## src/rtl/ifetch_unit.sv

```systemverilog
// Instruction-fetch initiator: owns the PC, reads imem combinationally and
// registers each fetched word into a valid/ready stage toward decode.
module ifetch_unit #(
    parameter logic [31:0] RESET_PC = 32'h00000000,
    parameter int          COUNT_W  = 32
) (
    input  logic               clk,
    input  logic               rst,
    output logic [31:0]        imem_addr,
    input  logic [31:0]        imem_rdata,
    input  logic               run,
    input  logic               redirect_valid,
    input  logic [31:0]        redirect_pc,
    output logic               out_valid,
    input  logic               out_ready,
    output logic [31:0]        out_instr,
    output logic [31:0]        out_pc,
    output logic [31:0]        out_pc4,
    output logic [COUNT_W-1:0] fetch_count
);

    typedef enum logic [1:0] {BOOT, RUN, HOLD} state_t;

    state_t      state, state_nxt;
    logic [31:0] pc;
    logic        load;
    logic        accept;

    assign imem_addr = pc;
    assign accept    = out_valid && out_ready;
    assign load      = (state == RUN) && run && (!out_valid || out_ready) && !redirect_valid;

    // A redirect freezes the RUN/HOLD decision for that cycle; BOOT always leaves.
    always_comb begin
        state_nxt = state;
        case (state)
            BOOT:    state_nxt = RUN;
            RUN:     if (!redirect_valid && !run) state_nxt = HOLD;
            HOLD:    if (!redirect_valid && run)  state_nxt = RUN;
            default: state_nxt = BOOT;
        endcase
    end

    always_ff @(posedge clk) begin
        if (rst) begin
            state       <= BOOT;
            pc          <= RESET_PC;
            out_valid   <= 1'b0;
            out_instr   <= 32'h0;
            out_pc      <= 32'h0;
            out_pc4     <= 32'h4;
            fetch_count <= '0;
        end else begin
            state <= state_nxt;
            // A handshake in a redirect cycle still counts before the flush.
            if (accept)
                fetch_count <= fetch_count + COUNT_W'(1);
            if (redirect_valid) begin
                pc        <= {redirect_pc[31:2], 2'b00};
                out_valid <= 1'b0;
            end else if (load) begin
                pc        <= pc + 32'd4;
                out_instr <= imem_rdata;
                out_pc    <= pc;
                out_pc4   <= pc + 32'd4;
                out_valid <= 1'b1;
            end else if (accept) begin
                out_valid <= 1'b0;
            end
        end
    end

endmodule
```

## config.mk

```make
export PLATFORM = sky130hd
export DESIGN_NAME = ifetch_unit
export DESIGN_NICKNAME = d
export VERILOG_FILES = /design/src/rtl/ifetch_unit.sv
export SDC_FILE = /design/constraint.sdc
export NUM_CORES = 1
export LEC_CHECK = 0
export ABC_AREA = 1
export BUFFER_PORTS_ARGS = -buffer_cell sky130_fd_sc_hd__buf_2
export CORE_MARGIN = 5
export CORE_UTILIZATION = 46
export CTS_CLUSTER_DIAMETER = 30
export DETAILED_ROUTE_END_ITERATION = 7
export PLACE_DENSITY = 0.86
export SYNTH_ARGS = -nofsm -noshare
export SYNTH_HDL_FRONTEND = slang
export SYNTH_SLANG_ARGS = --single-unit
```

## constraint.sdc

```tcl
create_clock -name clk -period 1.3 [get_ports clk]
set_input_delay 0.065 -clock clk [delete_from_list [all_inputs] [get_ports clk]]
set_output_delay 0.065 -clock clk [all_outputs]
set_load 0.02 [all_outputs]
```

==> impl_metrics.py <==
metrics = {
    "setup_path": {
        "r2r_setup_slack_ns": -0.43,
        "critPathKind": "reg2reg",
        "start_kind": "register",
        "cp_data_required_time_ns": 1.63,
        "cp_max_fo": 4,
        "cp-end-kind": "register",
        "arrival_ns": 2.06,
    },
    "global_route": {
        "grt_max_degree": 73,
        "grt_first_pass_wirelength_um": 42100,
        "overflow": 0,
        "antenna_found_initial": 2,
        "track_usage": 0.292,
        "grt_pass1_vias": 8503,
    },
    "synthesis": {
        "synth.distinct_cells": 32,
        "ys_async_sr_fraction": 0,
        "seq_area_frac_synth": 0.447,
        "synth_edf_count": 0,
        "synthCells": 1035,
        "synth_ff_type": "dfxtp_1",
        "ys_ff_latch": 157,
        "yosysWarningCount": 0,
        "syn_avg_cell_area_um2": 6.79,
        "syn_area_um2": 7030,
    },
    "route": {
        "ant_nets": 0,
        "drc": 0,
        "routed_wl_um": 37500,
        "vias": 10000,
        "wl_per_cell_um": 22.8,
        "dr_wl_met2_um": 17400,
        "dr_wl_met3_um": 4320,
        "top_layer_used": "met4",
        "drt_iter0_drc": 1404,
        "dr.pass1.iters": 5,
        "drt-vias-per-instance": 6.12,
        "wl_met1_um": 12000,
    },
    "die": {
        "fp.dieW_um": 134,
        "fp.dieH_um": 134,
        "die_area_um2": 17800,
        "core_um2": 15100,
        "pin_count": 230,
        "std_cell_rows": 45,
        "start_util": 0.466,
    },
    "clock_network": {
        "clk_latency_ns": 0.45,
        "max-clock-path-buffers": 2,
        "clock-sinks": 157,
        "root_buffer": "clkbuf_16",
        "h-tree-depth": 4,
        "cts_tree": "built",
        "numCtsBuffers": 17,
        "clk_pin_slew_worst_paths_ns": 0.08,
    },
    "status": {
        "violations": "setup timing",
        "outcome": "finished with violations",
    },
    "placed_design": {
        "dp_slack_ns": -0.136,
        "dp_cells": 1500,
        "dp_hpwl_um": 16800,
        "io_buffers": 221,
        "routabilityCongestion": 0.925,
    },
    "timing": {
        "tightestPinTransition_ns": 0.518,
        "setup_viol": 149,
        "worst_slack_ns": -0.431,
        "layout_min_cycle_time_ns": 1.73,
        "finalClockSkew_ns": 0.0179,
        "hold_violations": 0,
        "finalCritPeriodShare": 1.33,
        "slew_headroom": 0.655,
        "setup_tns_ns": -27.90,
        "rsz0062_at_grt": "yes",
        "fmax_mhz": 578,
        "maxSlewViolCount": 0,
    },
    "finish": {
        "layout_commonest_cell": "buf_2",
        "layout_common_cells": "buf_2, nand2_1, nor2_1",
        "fin_cells": 1641,
        "drive_above_1_share": 0.485,
        "area_delta_synth_final_pct": 73.6,
        "post-route-util": 0.808,
        "fin_nets": 1509,
    },
    "power_and_ir_drop": {
        "power_density_nw_per_um2": 1070,
        "ir_drop_mv": 0.986,
        "power_leakage_nw": 5.68,
        "total_power_mw": 13.0,
    },
    "min_path": {
        "hp-class": "in2reg",
    },
    "flow_run": {
        "cap_violations": 0,
    },
}
==> layer usage <==
metal / GRT usage / vias to the layer above
met1: 0.336 / 4483
met5: 0 / -
li1: - / 4103
met2: 0.506 / 1060
met4: 0.145 / 0
met3: 0.0706 / 393
==> through the flow <==
stage,hold slack [ns],area [µm²]
after floorplan,0.200,7230
after CTS,0.00142,10800
after global routing,0.0103,12200
after detailed placement,0.292,9150
after global placement,0.286,9150
final,0.0198,12200
==> cells by family (layout without fill, tap and decap cells) <==
kind of cell / Yosys count / after routing / share of synthesized area
AO/OA/AOI/OAI: 194 / 194 / 0.143
adder cells (fa/ha/maj): 2 / 2 / 0.00356
AND/OR/NAND/NOR: 519 / 519 / 0.302
flip-flops: 157 / 157 / 0.447
buffers and inverters: 150 / 561 / 0.0892
other: 1 / 8 / 0.000534
XOR/XNOR: 12 / 12 / 0.0150
==> cell usage after synthesis (3+ instances only) <==
cell | count | share of area
nand2_1 | 269 | 0.14
nor2_1 | 171 | 0.091
dfxtp_1 | 157 | 0.45
inv_1 | 99 | 0.053
o21ai_0 | 92 | 0.066
a21oi_1 | 84 | 0.060
nand3_1 | 44 | 0.031
clkbuf_1 | 27 | 0.014
buf_4 | 12 | 0.013
buf_2 | 9 | 0.0064
nor2_2 | 9 | 0.0080
xor2_1 | 9 | 0.011
a31oi_1 | 8 | 0.0071
nand2_2 | 6 | 0.0053
nor2_4 | 5 | 0.0080
nor3_1 | 5 | 0.0036
nand4_1 | 4 | 0.0036
o21ai_1 | 3 | 0.0021
xnor2_1 | 3 | 0.0037
==> area by class of cell <==
class | count | area (µm²)
clock inverter | 12 | 113
inverter | 101 | 405
tap | 188 | 235
timing repair buffer | 427 | 3310
sequential | 157 | 3240
timing repair inverter | 1 | 7.51
fill | 752 | 2890
clock buffer | 20 | 467
multi-input combinational | 733 | 4410
antenna | 2 | 5.00
==> sequential cells by signal (all words and copies together), names as in the netlist <==
register,flops
out_instr,32
out_pc,30
imem_addr,30
state,2
out_pc4,30
out_valid,1
fetch_count,32
==> critical path, stage by stage, from the launching register on <==
cell	delay, ns
dfxtp_4	0.38
ha_4	0.19
nand3_4	0.11
nor2_4	0.19
buf_4	0.16
xor2_2	0.21
nand2_4	0.08
a21oi_1	0.30
==> timing repair <==
| item | in CTS | in global routing |
|---|---|---|
| setup endpoints to repair | 142 | 148 |
| setup buffers | 15 | 26 |
| hold buffers | 55 | 0 |
| pin swaps | 40 | 114 |
| gates cloned | 4 | 10 |
| endpoints found under the hold margin | 55 | 0 |
| gates resized for setup | 139 | 280 |
==> where the power goes <==
group          internal (mW)  total, mW  switching, mW
sequential              5.04       5.29          0.245
clock                   2.69       5.05           2.35
combinational           1.12       2.67           1.56
==> path summary, 6_finish.rpt <==
| kind | start | endpoint | cells past startpoint |
|---|---|---|---|
| max reg2reg | imem_addr[3] | out_pc4[8] | 7 |
| min reg2reg | fetch_count[11] | fetch_count[11] | 1 |
| min | redirect_pc[24] | imem_addr[24] | 5 |
| max | imem_addr[3] | out_pc4[8] | 7 |
Power figures use the tool's default switching activity.
